### src/rtl/btn_debounce_reader.sv
// Button front end for the iCEBreaker: two-flop synchronisers, per-button debounce,
// active-high levels, one-cycle press/release strobes and a wrapping press counter.
module btn_debounce_reader #(
  parameter int DEB_CYCLES = 12000,
  parameter int CNT_W      = 5
) (
  input  logic             CLK,
  input  logic             RST_N,
  input  logic             BTN_N,
  input  logic             BTN1,
  input  logic             BTN2,
  input  logic             BTN3,
  output logic [3:0]       PRESSED,
  output logic [3:0]       PRESS_PULSE,
  output logic [3:0]       RELEASE_PULSE,
  output logic [CNT_W-1:0] PRESS_CNT
);

  localparam int            DW       = $clog2(DEB_CYCLES);
  localparam logic [DW-1:0] DEB_LAST = DW'(DEB_CYCLES - 1);
  // Raw pad levels while released: BTN_N idles high, breakout buttons idle low.
  localparam logic [3:0]    IDLE_RAW = 4'b0001;

  logic [3:0]    s1;
  logic [3:0]    s2;
  logic [3:0]    lvl;
  logic [DW-1:0] deb_cnt [4];

  always_ff @(posedge CLK or negedge RST_N) begin
    if (!RST_N) begin
      s1 <= IDLE_RAW;
      s2 <= IDLE_RAW;
    end else begin
      s1 <= {BTN3, BTN2, BTN1, BTN_N};
      s2 <= s1;
    end
  end

  assign lvl = s2 ^ IDLE_RAW;

  always_ff @(posedge CLK or negedge RST_N) begin
    if (!RST_N) begin
      for (int unsigned i = 0; i < 4; i++) begin
        deb_cnt[i] <= '0;
      end
      PRESSED       <= '0;
      PRESS_PULSE   <= '0;
      RELEASE_PULSE <= '0;
    end else begin
      PRESS_PULSE   <= '0;
      RELEASE_PULSE <= '0;
      for (int unsigned i = 0; i < 4; i++) begin
        if (lvl[i] == PRESSED[i]) begin
          deb_cnt[i] <= '0;
        end else if (deb_cnt[i] != DEB_LAST) begin
          deb_cnt[i] <= deb_cnt[i] + DW'(1);
        end else begin
          deb_cnt[i]       <= '0;
          PRESSED[i]       <= lvl[i];
          PRESS_PULSE[i]   <= lvl[i];
          RELEASE_PULSE[i] <= ~lvl[i];
        end
      end
    end
  end

  // Counts off the registered strobe, so the new value appears the cycle after the pulse.
  always_ff @(posedge CLK or negedge RST_N) begin
    if (!RST_N) begin
      PRESS_CNT <= '0;
    end else if (PRESS_PULSE[0]) begin
      PRESS_CNT <= PRESS_CNT + CNT_W'(1);
    end
  end

endmodule
### config.mk
export PLATFORM = sky130hd
export DESIGN_NAME = btn_debounce_reader
export DESIGN_NICKNAME = d
export VERILOG_FILES = /design/src/rtl/btn_debounce_reader.sv
export SDC_FILE = /design/constraint.sdc
export NUM_CORES = 1
export LEC_CHECK = 0
export BUFFER_PORTS_ARGS = -buffer_cell sky130_fd_sc_hd__buf_2
export CAP_MARGIN = 15
export CORE_MARGIN = 10
export CORE_UTILIZATION = 60
export CTS_CLUSTER_DIAMETER = 60
export DETAILED_ROUTE_END_ITERATION = 7
export HOLD_SLACK_MARGIN = 0.02
export PLACE_DENSITY = 0.84
export REMOVE_ABC_BUFFERS = 1
export SYNTH_ARGS = -nofsm -noshare
export SYNTH_HDL_FRONTEND = slang
export SYNTH_SLANG_ARGS = --single-unit
### constraint.sdc
create_clock -name CLK -period 2.25 [get_ports CLK]
set_input_delay 0.225 -clock CLK [delete_from_list [all_inputs] [get_ports CLK]]
set_output_delay 0.225 -clock CLK [all_outputs]
set_load 0.01 [all_outputs]
==> flow_metrics.py <==
metrics = {
    "layout": {
        "diodes": 0,
        "area_delta_synth_final_pct": 13.0,
        "nets": 377,
        "design_area_um2": 4110,
        "final_layout_size_suffix_gt1_share_pct": 15.3,
    },
    "grt": {
        "grt_overflow_total": 0,
        "grt_pass1_vias": 2555,
        "antenna_found_initial": 0,
        "grt_pass1_wl_mm": 11.6,
        "gr-usage-all-layers_pct": 14.4,
        "grt_max_degree": 43,
    },
    "logic_synthesis": {
        "ys_seq_elements": 81,
        "synth_edf_count": 0,
        "synth.distinct_cells": 36,
        "synth_top_area_share_pct": 54.4,
        "seq_area_frac_synth_pct": 55.8,
        "synthArstFlopShare_pct": 100,
        "synthTopCellsByCount": "dfrtp_1 (79), nor2_1 (54), xnor2_1 (30)",
        "synth_largest_area_cell": "dfrtp_1",
        "syn_inst": 328,
        "ys_top_cells_by_area": "dfrtp_1 (54%), xnor2_1 (7.2%), xor2_1 (6.5%)",
        "yosysWarningCount": 0,
        "ys_dominant_reg_cell": "dfrtp_1",
        "yosysMostFrequentCell": "dfrtp_1",
        "synth_area_per_cell_um2": 11.1,
        "syn_area_um2": 3630,
    },
    "worst_setup_path": {
        "worstSetupStartpointType": "register",
        "crit_fanout": 5,
        "cp.required_ns": 2.49,
        "cpLargestDelayFamily": "simple AND/OR/NAND/NOR gates",
        "critical_path.max_stage_delay_ns": 0.56,
        "critPathSlowestCell": "or4b_1",
        "worstPathArrival_ns": 2.20,
        "worstSetupPathType": "register to register",
        "crit_buf_inv": 0,
        "crit_path_end_kind": "register",
        "crit_chain": "or4b_1 -> or4_4 -> mux2_4",
    },
    "timing": {
        "tightest_slew_ns": 0.502,
        "report.final.hold_viol_count": 0,
        "setup-tns-final_ns": 0,
        "slew_violations": 0,
        "rsz0062_at_grt": "false",
        "fmax_ghz": 0.510,
        "period_needed_ns": 1.96,
        "max_slew_margin_pct": 66.5,
        "setup-violations-final": 0,
        "finalClockSkew_ns": 0.00715,
        "finalCritPeriodShare_pct": 87.2,
    },
    "routing": {
        "wl_mm": 6.66,
        "dr.pass1.iters": 4,
        "drt_first_iter_violations": 114,
        "route.detailed.drc": 0,
        "wl_per_cell_um": 15.1,
        "vias_per_cell": 5.58,
        "ant_nets": 0,
        "vias": 2465,
    },
    "clock_network": {
        "root_buffer": "clkbuf_8",
        "numCtsBuffers": 9,
        "clock_latency_ns": 0.36,
        "h-tree-depth": 3,
        "clock_path_buffers": 2,
        "cts.sinks": 81,
        "cts_tree": "built",
        "cts_resized": 0,
        "ctsHoldBuffers": 5,
        "clkSlewWorstSetupHoldPaths_ns": 0.08,
        "postCtsSetupBuffers": 0,
    },
    "floorplan": {
        "start_util_pct": 61.8,
        "num_rows": 28,
        "pin_count": 23,
        "die_w_um": 97.8,
        "die_area_um2": 9570,
        "die_h_um": 97.8,
        "core_um2": 5890,
    },
    "min_path": {
        "worstHoldPathType": "register to register",
    },
    "placed_design": {
        "place.port_buffers": 22,
        "place_area_um2": 3830,
        "place_hpwl_mm": 4.43,
        "globalplace.congestion": 0.850,
    },
    "run_status": {
        "status": "completed",
    },
    "flow_run": {
        "maxCapViolCount": 0,
    },
    "power": {
        "power.leakage_nw": 1.85,
        "pwr_density_cell_nw_per_um2": 683,
        "ir_drop_mv": 0.537,
    },
}
registers in the layout, summed over array words and instances (netlist names):
name,cells
PRESSED,4
PRESS_PULSE,4
s1,4
s2,4
RELEASE_PULSE,4
deb_cnt,56
PRESS_CNT,5
area by class of cell:
class / instances / area (um2)
fill: 420 / 1780
sequential: 81 / 2030
multi-input combinational: 235 / 1550
clock buffer: 11 / 151
timing repair buffer: 28 / 183
clock inverter: 5 / 77.6
tap: 75 / 93.8
inverter: 7 / 26.3
cell usage in the layout, fill, tap and decap left out, types with 9 or more instances in the layout:
cell      instances
nand4_1          17
nor2_1           54
nor3_1            9
nand3_1          26
buf_2            21
clkbuf_8         11
nand2_1          13
xor2_1           27
ha_1              9
dfrtp_1          79
xnor2_1          30
kinds of logic (layout without fill, tap and decap cells):
kind of cell | after synthesis | in the layout | synth area share [%]
muxes | 5 | 5 | 1.72
xor gates and xnor gates | 57 | 57 | 13.7
AOI/OAI and AO/OA | 1 | 1 | 0.241
and+or+nand+nor | 163 | 163 | 23.8
buffers and inverters | 12 | 51 | 1.58
adders and majority gates | 9 | 9 | 3.10
DFF | 81 | 81 | 55.8
worst paths after layout:
kind / startpoint / end / slack (ns) / cells after the start
min: s1[2] / s2[2] / 0.35 / 0
max reg2reg: deb_cnt[22] / PRESSED[2] / 0.29 / 3
max in group asynchronous: RST_N / PRESS_PULSE[2] / 1.30 / 3
min in group asynchronous: RST_N / deb_cnt[3] / 0.38 / 2
max: deb_cnt[22] / PRESSED[2] / 0.29 / 3
min reg2reg: s1[2] / s2[2] / 0.35 / 0
per-layer routing:
layer	up-vias	routed length [um]	track usage [%]
met4	0	107	6.49
met2	43	3280	23.8
met5	-	0	0
met3	13	292	3.52
li1	1196	-	-
met1	1213	2990	17.3
stage by stage:
step                worst slack, ns  hold WS (ns)  std cells  power [mW]  utilization (%)
finish                        0.287         0.351        442        2.81             69.8
global route                  0.179         0.367        442        2.91             69.8
CTS                           0.290         0.352        442        2.84             69.8
detailed placement            0.317         0.232        421        1.64             65.1
global placement              0.370         0.235        421        1.63             65.1
floorplan                     0.384       -0.0706        323        1.58                -
worst reg2reg max path, cell delays in order, from the launching register on:
cell	delay, ns
dfrtp_1	0.42
or4b_1	0.56
or4_4	0.55
mux2_4	0.32
power by group:
part           switching [mW]  leakage (nW)  internal [mW]  total, mW
Combinational          0.0656         0.635         0.0377      0.103
Sequential             0.0307          1.10           1.48       1.51
Clock                   0.512         0.115          0.681       1.19
Total                   0.608          1.85           2.20       2.81
Power figures use the tool's default switching activity.
